**config.mk**
```make
export PLATFORM = sky130hd
export DESIGN_NAME = univ_shift_reg
export DESIGN_NICKNAME = d
export VERILOG_FILES = /design/src/rtl/univ_shift_reg.sv
export SDC_FILE = /design/constraint.sdc
export NUM_CORES = 1
export LEC_CHECK = 0
export ABC_AREA = 1
export CORE_UTILIZATION = 38
export CTS_BUF_LIST = sky130_fd_sc_hd__clkbuf_8
export DETAILED_ROUTE_END_ITERATION = 8
export PLACE_DENSITY = 0.69
export REMOVE_ABC_BUFFERS = 1
export SETUP_SLACK_MARGIN = 0.2
export SLEW_MARGIN = 10
export SYNTH_ARGS = -nofsm -noshare
export SYNTH_HDL_FRONTEND = slang
export SYNTH_SLANG_ARGS = --single-unit
export TNS_END_PERCENT = 20
```
**constraint.sdc**
```tcl
create_clock -name clk -period 2.8 [get_ports clk]
set_clock_uncertainty 0.2 [all_clocks]
set_input_delay 0.7 -clock clk [delete_from_list [all_inputs] [get_ports clk]]
set_output_delay 0.7 -clock clk [all_outputs]
set_load 0.03 [all_outputs]
```
**src/rtl/univ_shift_reg.sv**
```systemverilog
// univ_shift_reg: multi-cycle universal shift register (LSL/LSR/ASR/ROR), one bit per clock
module univ_shift_reg #(
   parameter int WIDTH = 32,
   parameter int AMT_W = 5
) (
   input  logic             clk,
   input  logic             rst,
   input  logic             load,
   input  logic [WIDTH-1:0] din,
   input  logic             start,
   input  logic [AMT_W-1:0] amt,
   input  logic [1:0]       mode,
   output logic [WIDTH-1:0] q,
   output logic             so,
   output logic             busy,
   output logic             done
);
   typedef enum logic [1:0] {IDLE, SHIFT, DONE} state_t;
   state_t           state;
   logic [AMT_W-1:0] cnt;
   logic [1:0]       md;
   logic [WIDTH-1:0] nq;
   logic             nso;
   always_comb begin
      nq  = md == 2'b00 ? {q[WIDTH-2:0], 1'b0}
                        : {md == 2'b10 ? q[WIDTH-1] : md == 2'b11 ? q[0] : 1'b0, q[WIDTH-1:1]};
      nso = md == 2'b00 ? q[WIDTH-1] : q[0];
   end
   always_ff @(posedge clk) begin
      if (rst) begin
         state <= IDLE;
         q     <= '0;
         so    <= 1'b0;
         busy  <= 1'b0;
         done  <= 1'b0;
         cnt   <= '0;
         md    <= 2'b00;
      end else begin
         case (state)
            IDLE: begin
               if (load) begin
                  q  <= din;
                  so <= 1'b0;
               end else if (start) begin
                  md    <= mode;
                  cnt   <= amt;
                  so    <= 1'b0;
                  state <= amt == '0 ? DONE : SHIFT;
                  done  <= amt == '0;
                  busy  <= amt != '0;
               end
            end
            SHIFT: begin
               q   <= nq;
               so  <= nso;
               cnt <= cnt - 1'b1;
               if (cnt == AMT_W'(1)) begin
                  state <= DONE;
                  busy  <= 1'b0;
                  done  <= 1'b1;
               end
            end
            DONE: begin
               done  <= 1'b0;
               state <= IDLE;
            end
            default: begin
               busy  <= 1'b0;
               done  <= 1'b0;
               state <= IDLE;
            end
         endcase
      end
   end
endmodule

```
==> reports/qor.csv, run 1 <==
metric,value,unit
Post-Syn Area,2290,sq um
Fmax,431,MHz
startpoint types,flip-flop,
Yosys warning count,0,
CTS H-tree depth,2,
DP Wirelength,4280,microns
vias,2526,
# resized after CTS,0,
Vias/cell,5.32,
Max clock buf depth,2,
Yosys reg bits,43,
# port buffers,77,
fraction of layout cells with a size suffix above 1,0.0645,
post-placement cell count,467,
VDD IR max,488,uV
Syn-to-layout area delta,37.8,%
Crit-path slowest cell,clkdlybuf4s50_1,
WL per Instance,13.8,microns
Initial DRC Count,215,
Synth Instances,337,
sequential area share after synthesis,0.376,
vias in the first global route,2151,
Synth cell types,22,
max_cap viols,0,
Fin. Hold Viols,0,
layout net count,447,
CTS root buf,clkbuf_8,
First-pass DRT Iterations,4,
initial core utilization,0.406,
die span in x,79.6,microns
initial antenna violation count,0,
Critical Path AT,1.42,ns
WP buf/inv,1,
crit path max fanout,4,
Final Max Tran Viols,0,
hold_buf cts,0,
gpl congestion,0.861,
Tcrit/Tclk final,0.828,
post-CTS setup buffers,0,
clock latency on the worst-skew pair,0.30,ns
Die H,79.6,microns
top post-synthesis cells by area,"dfxtp_1 (38%), a21oi_1 (20%), nand2_1 (7.0%)",
kind of end point of the critical path,output pin,
Num CTS Buffers,5,
worst path cell trace,clkdlybuf4s50_1,
total negative slack,0,ns
Register Area,861,sq um
CTS tree,done,
grt total ovfl,0,
DRC viols,0,
area of the multi-input gates,1200,sq um
register clock-pin slew on the reported worst setup and hold paths,0.08,ns
unrepaired setup endpoints after global routing,false,
status,completed,
Pwr per Cell Area,1030,nW/um^2
crit-path max cell delay,0.70,ns
Leak Pwr,1.24,nW
post-synth top area share,0.376,
Core Footprint,5640,sq um
post-route ant nets,0,
kind of critical path,flip-flop to output pin,
Mean Syn Cell Area,6.80,sq um
post-route minimum period,2.32,ns
I/O pin count,78,
Non-Filler Instances,475,
leading area contributor after synthesis,dfxtp_1,
CP required,1.90,ns
num rows,27,
largest net degree at the start of global routing,35,
# setup viols final,0,
fillers,580,
# diodes,0,
Slew @ Worst Pin,0.612,ns
total track usage,0.208,
global-route wire length before repair,10300,microns
die area,6340,sq um
clk sink count,43,
Slew HR,0.591,
crit-path leading delay family,buffers and inverters,
HP Class,flip-flop to flip-flop,
routed wire length,6550,microns
Yosys cell counts, drive strengths merged:
master,n
nand3b,2
a21oi,90
nand3,10
or2,1
o211ai,15
o21ai,56
clkbuf,9
ha,2
nor2,19
nand2,44
inv,31
buf,15
dfxtp,43
sequential cells by signal, indices dropped and copies added (netlist names):
signal	count
done	1
q	32
state	1
busy	1
cnt	5
so	1
md	2
cells by family (layout without fill, tap and decap cells):
logic type,Yosys count,after routing,share of synthesized area
compound gates,161,161,0.371
fa+ha+maj,2,2,0.0109
buf+inv,55,121,0.102
flops,43,43,0.376
simple gates,76,76,0.140
metal layers:
metal  routed length (microns)  global-route usage  part of all wire
met5                         0                   0                 0
met4                        73              0.0709             0.011
met3                       298              0.0286             0.046
met2                      3120               0.345              0.48
met1                      3050               0.273              0.47
metrics by stage:
step                      utilization  worst slack, ns  area [sq um]  hold WS (ns)  power, mW
final                           0.560            0.481          3160         0.278       3.24
after detailed placement        0.544            0.470          3070         0.276       2.85
after global routing            0.560            0.438          3160         0.321       3.49
after floorplan                     -            0.509          2170         0.252       2.18
after global placement          0.544            0.526          3070         0.256       2.83
after CTS                       0.560            0.486          3160         0.286       3.25
where the power goes:
group          internal, mW  leakage, nW  switching, mW  total (mW)
Clock                 0.171       0.0453          0.219       0.390
Sequential            0.818        0.357          0.200        1.02
Combinational         0.676        0.835           1.16        1.84
Total                  1.66         1.24           1.58        3.24
cell type report:
class | count | area share
clock buffers | 5 | 0.0218
repair buffers | 82 | 0.256
clock inverters | 3 | 0.00515
flip-flops and latches | 43 | 0.273
well taps | 72 | 0.0285
multi-input cells | 239 | 0.379
inverters | 31 | 0.0369
final timing paths:
kind,cells after the start,start,endpoint,slack (ns)
setup reg to reg,5,md[0],q[27],0.82
hold reg to reg,2,busy,busy,0.28
setup / recovery,1,done,done,0.48
hold / removal,2,busy,busy,0.28
worst register-to-register path: cells and delay by family (launching register included):
kind / cells / cell delay [ns]
AND/OR/NAND/NOR: 1 / 0.50
flip-flops: 1 / 0.34
buffers and inverters: 1 / 0.39
AO/OA/AOI/OAI: 3 / 0.49
layout by cell type (no fill, tap or decap):
cell,instances
nand2_1,43
nand3_1,10
nand3b_1,2
ha_1,2
o21ai_1,22
or2_2,1
a21oi_1,90
nor2_2,4
nand2_2,1
o211ai_1,15
clkinvlp_4,1
clkbuf_8,5
nor2_1,15
o21ai_2,2
inv_1,26
inv_2,6
dfxtp_1,43
o21ai_0,32
clkdlybuf4s50_1,77
clkinv_2,1
buf_4,5
Note: power is estimated with default switching activity, not from simulation.
==> run 2: changes to the inputs <==
clock period = 2.39 ns   (was 2.8 ns; I/O delays follow)
==> run 2 against run 1 <==
Compared with the run above:
- clock power up 51%
- non-clock buffer count up 3
- die area unchanged
- clock-buffer cell count up 1
- via count down 0.67%
- worst hold slack worse by 0.016 ns
==> reports/qor.csv, run 2 (synthesis results as in run 1) <==
metric,value,unit,change
status,completed,,
Finished Core Util,0.571,,+0.0118
Final Max Tran Viols,0,,unchanged
Final Cell Area,3220,sq um,+2.1%
post-route ant nets,0,,unchanged
I/O pin count,78,,unchanged
Min-Delay Endpoint,busy,,
Pwr per Cell Area,1220,nW/um^2,+19%
max_cap viols,0,,unchanged
WP buf/inv,1,,unchanged
vias,2509,,-0.67%
reg2reg setup slack,0.71,ns,-0.11 ns
Num CTS Buffers,5,,unchanged
Vias/cell,5.25,,-1.3%
Hold Path Depth,2,,unchanged
post-route minimum period,2.19,ns,
Fin. Hold Viols,0,,unchanged
initial antenna violation count,0,,unchanged
num rows,27,,unchanged
max reg flops,32,,unchanged
vias in the first global route,2206,,+2.6%
Slew HR,0.665,,+0.0735
DP Wirelength,4380,microns,+2.4%
gpl congestion,0.877,,+1.8%
Reg-to-Reg End,q[19],,
die area,6340,sq um,unchanged
Top reg by flops,q,,
Crit-path slowest cell,clkdlybuf4s50_1,,
CTS root buf,clkbuf_8,,
clock latency on the worst-skew pair,0.29,ns,about the same
kind of end point of the critical path,output pin,,
Syn-to-layout area delta,40.7,%,
highest-count cells in the layout ignoring fill and taps,"a21oi_1 (90), clkdlybuf4s50_1 (71), nand2_1 (43), dfxtp_1 (43), o21ai_0 (32)",,
setup ws final,0.197,ns,-0.284 ns
Tcrit/Tclk final,0.917,,
CTS H-tree depth,2,,unchanged
Initial DRC Count,165,,-23%
crit-path leading delay family,buffers and inverters,,
# port buffers,77,,unchanged
# diodes,0,,unchanged
"commonest non-fill, non-tap cell in the layout",a21oi_1,,
fillers,537,,-7.4%
unrepaired setup endpoints after global routing,true,,
CP required,1.59,ns,-0.31 ns
total track usage,0.207,,-0.000735
Leak Pwr,1.35,nW,+8.8%
initial core utilization,0.406,,unchanged
layout net count,450,,+0.67%
clk sink count,43,,unchanged
die span in x,79.6,microns,unchanged
hold_sp,busy,,
Place WS,0.176,ns,-0.294 ns
Max clock buf depth,2,,unchanged
WL per Instance,13.5,microns,-2.0%
global-route wire length before repair,10400,microns,+1.8%
DP Area,3090,sq um,+0.73%
hold_buf cts,0,,unchanged
startpoint types,flip-flop,,
crit path max fanout,4,,unchanged
Slew @ Worst Pin,0.502,ns,-0.110 ns
grt total ovfl,0,,unchanged
total negative slack,0,ns,unchanged
fraction of layout cells with a size suffix above 1,0.0739,,+0.00938
CTS tree,done,,
Critical Path AT,1.40,ns,-0.02 ns
Reg-to-Reg Start,md[0],,
First-pass DRT Iterations,4,,unchanged
kind of critical path,flip-flop to output pin,,
register clock-pin slew on the reported worst setup and hold paths,0.08,ns,about the same
Tot Pwr,3.94,mW,+21%
routed wire length,6460,microns,-1.4%
Worst Reg-to-Reg Cells,6,,+1
worst path cell trace,clkdlybuf4s50_1,,
Die H,79.6,microns,unchanged
Fmax,456,MHz,
# setup viols final,0,,unchanged
crit-path max cell delay,0.70,ns,about the same
largest net degree at the start of global routing,33,,-5.7%
largest registers,"q x32, cnt x5, md x2",,
HP Class,flip-flop to flip-flop,,
Core Footprint,5640,sq um,unchanged
DRC viols,0,,unchanged
VDD IR max,551,uV,+13%
-- run 2: changes by cell type in the layout (fill, tap and decap cells not counted), sizes merged --
| cell | delta |
|---|---|
| clkdlybuf4s50 | -6 |
| dlymetal6s2s | +5 |
| buf | +3 |
| bufinv | +1 |
| clkbuf | +1 |
| clkinvlp | -1 |
| dlygate4sd2 | +1 |
| inv | -1 |
-- run 2: worst max-delay path by stage --
stage	start	to	cells after the start
floorplan	load	q[19]	4
global placement	load	so	5
detailed placement	load	so	5
CTS	done	done	1
global route	q[5]	q[5]	1
finish	q[26]	q[26]	1
-- run 2: timing repair --
action,4_1_cts,5_1_grt
setup endpoints to repair,9,25
setup buffers,0,0
pin swaps,0,0
gates resized for setup,1,5
-- run 2: routing by layer --
layer	up-vias	track usage	wire (microns)
met5	-	0	0
met4	0	0.0527	32
met3	4	0.0400	310
met2	75	0.337	3120
met1	1131	0.278	3000
li1	1299	-	-
-- run 2: through the flow --
step | hold slack, ns | instances
after floorplan | 0.252 | 313
after global placement | 0.252 | 470
after detailed placement | 0.254 | 470
after CTS | 0.265 | 478
after global routing | 0.283 | 478
final | 0.262 | 478
-- run 2: power by group --
| group | switching [mW] | internal, mW |
|---|---|---|
| registers | 0.229 | 0.958 |
| logic | 1.36 | 0.800 |
| clock network | 0.252 | 0.338 |
-- run 2: cell type report --
type | count | area (sq um) | share of cell area
multi-input cells | 239 | 1200 | 0.371
flip-flops and latches | 43 | 861 | 0.267
repair buffers | 85 | 842 | 0.261
inverters | 31 | 116 | 0.0361
well taps | 72 | 90.1 | 0.0280
clock buffers | 6 | 82.6 | 0.0256
clock inverters | 2 | 35.0 | 0.0109
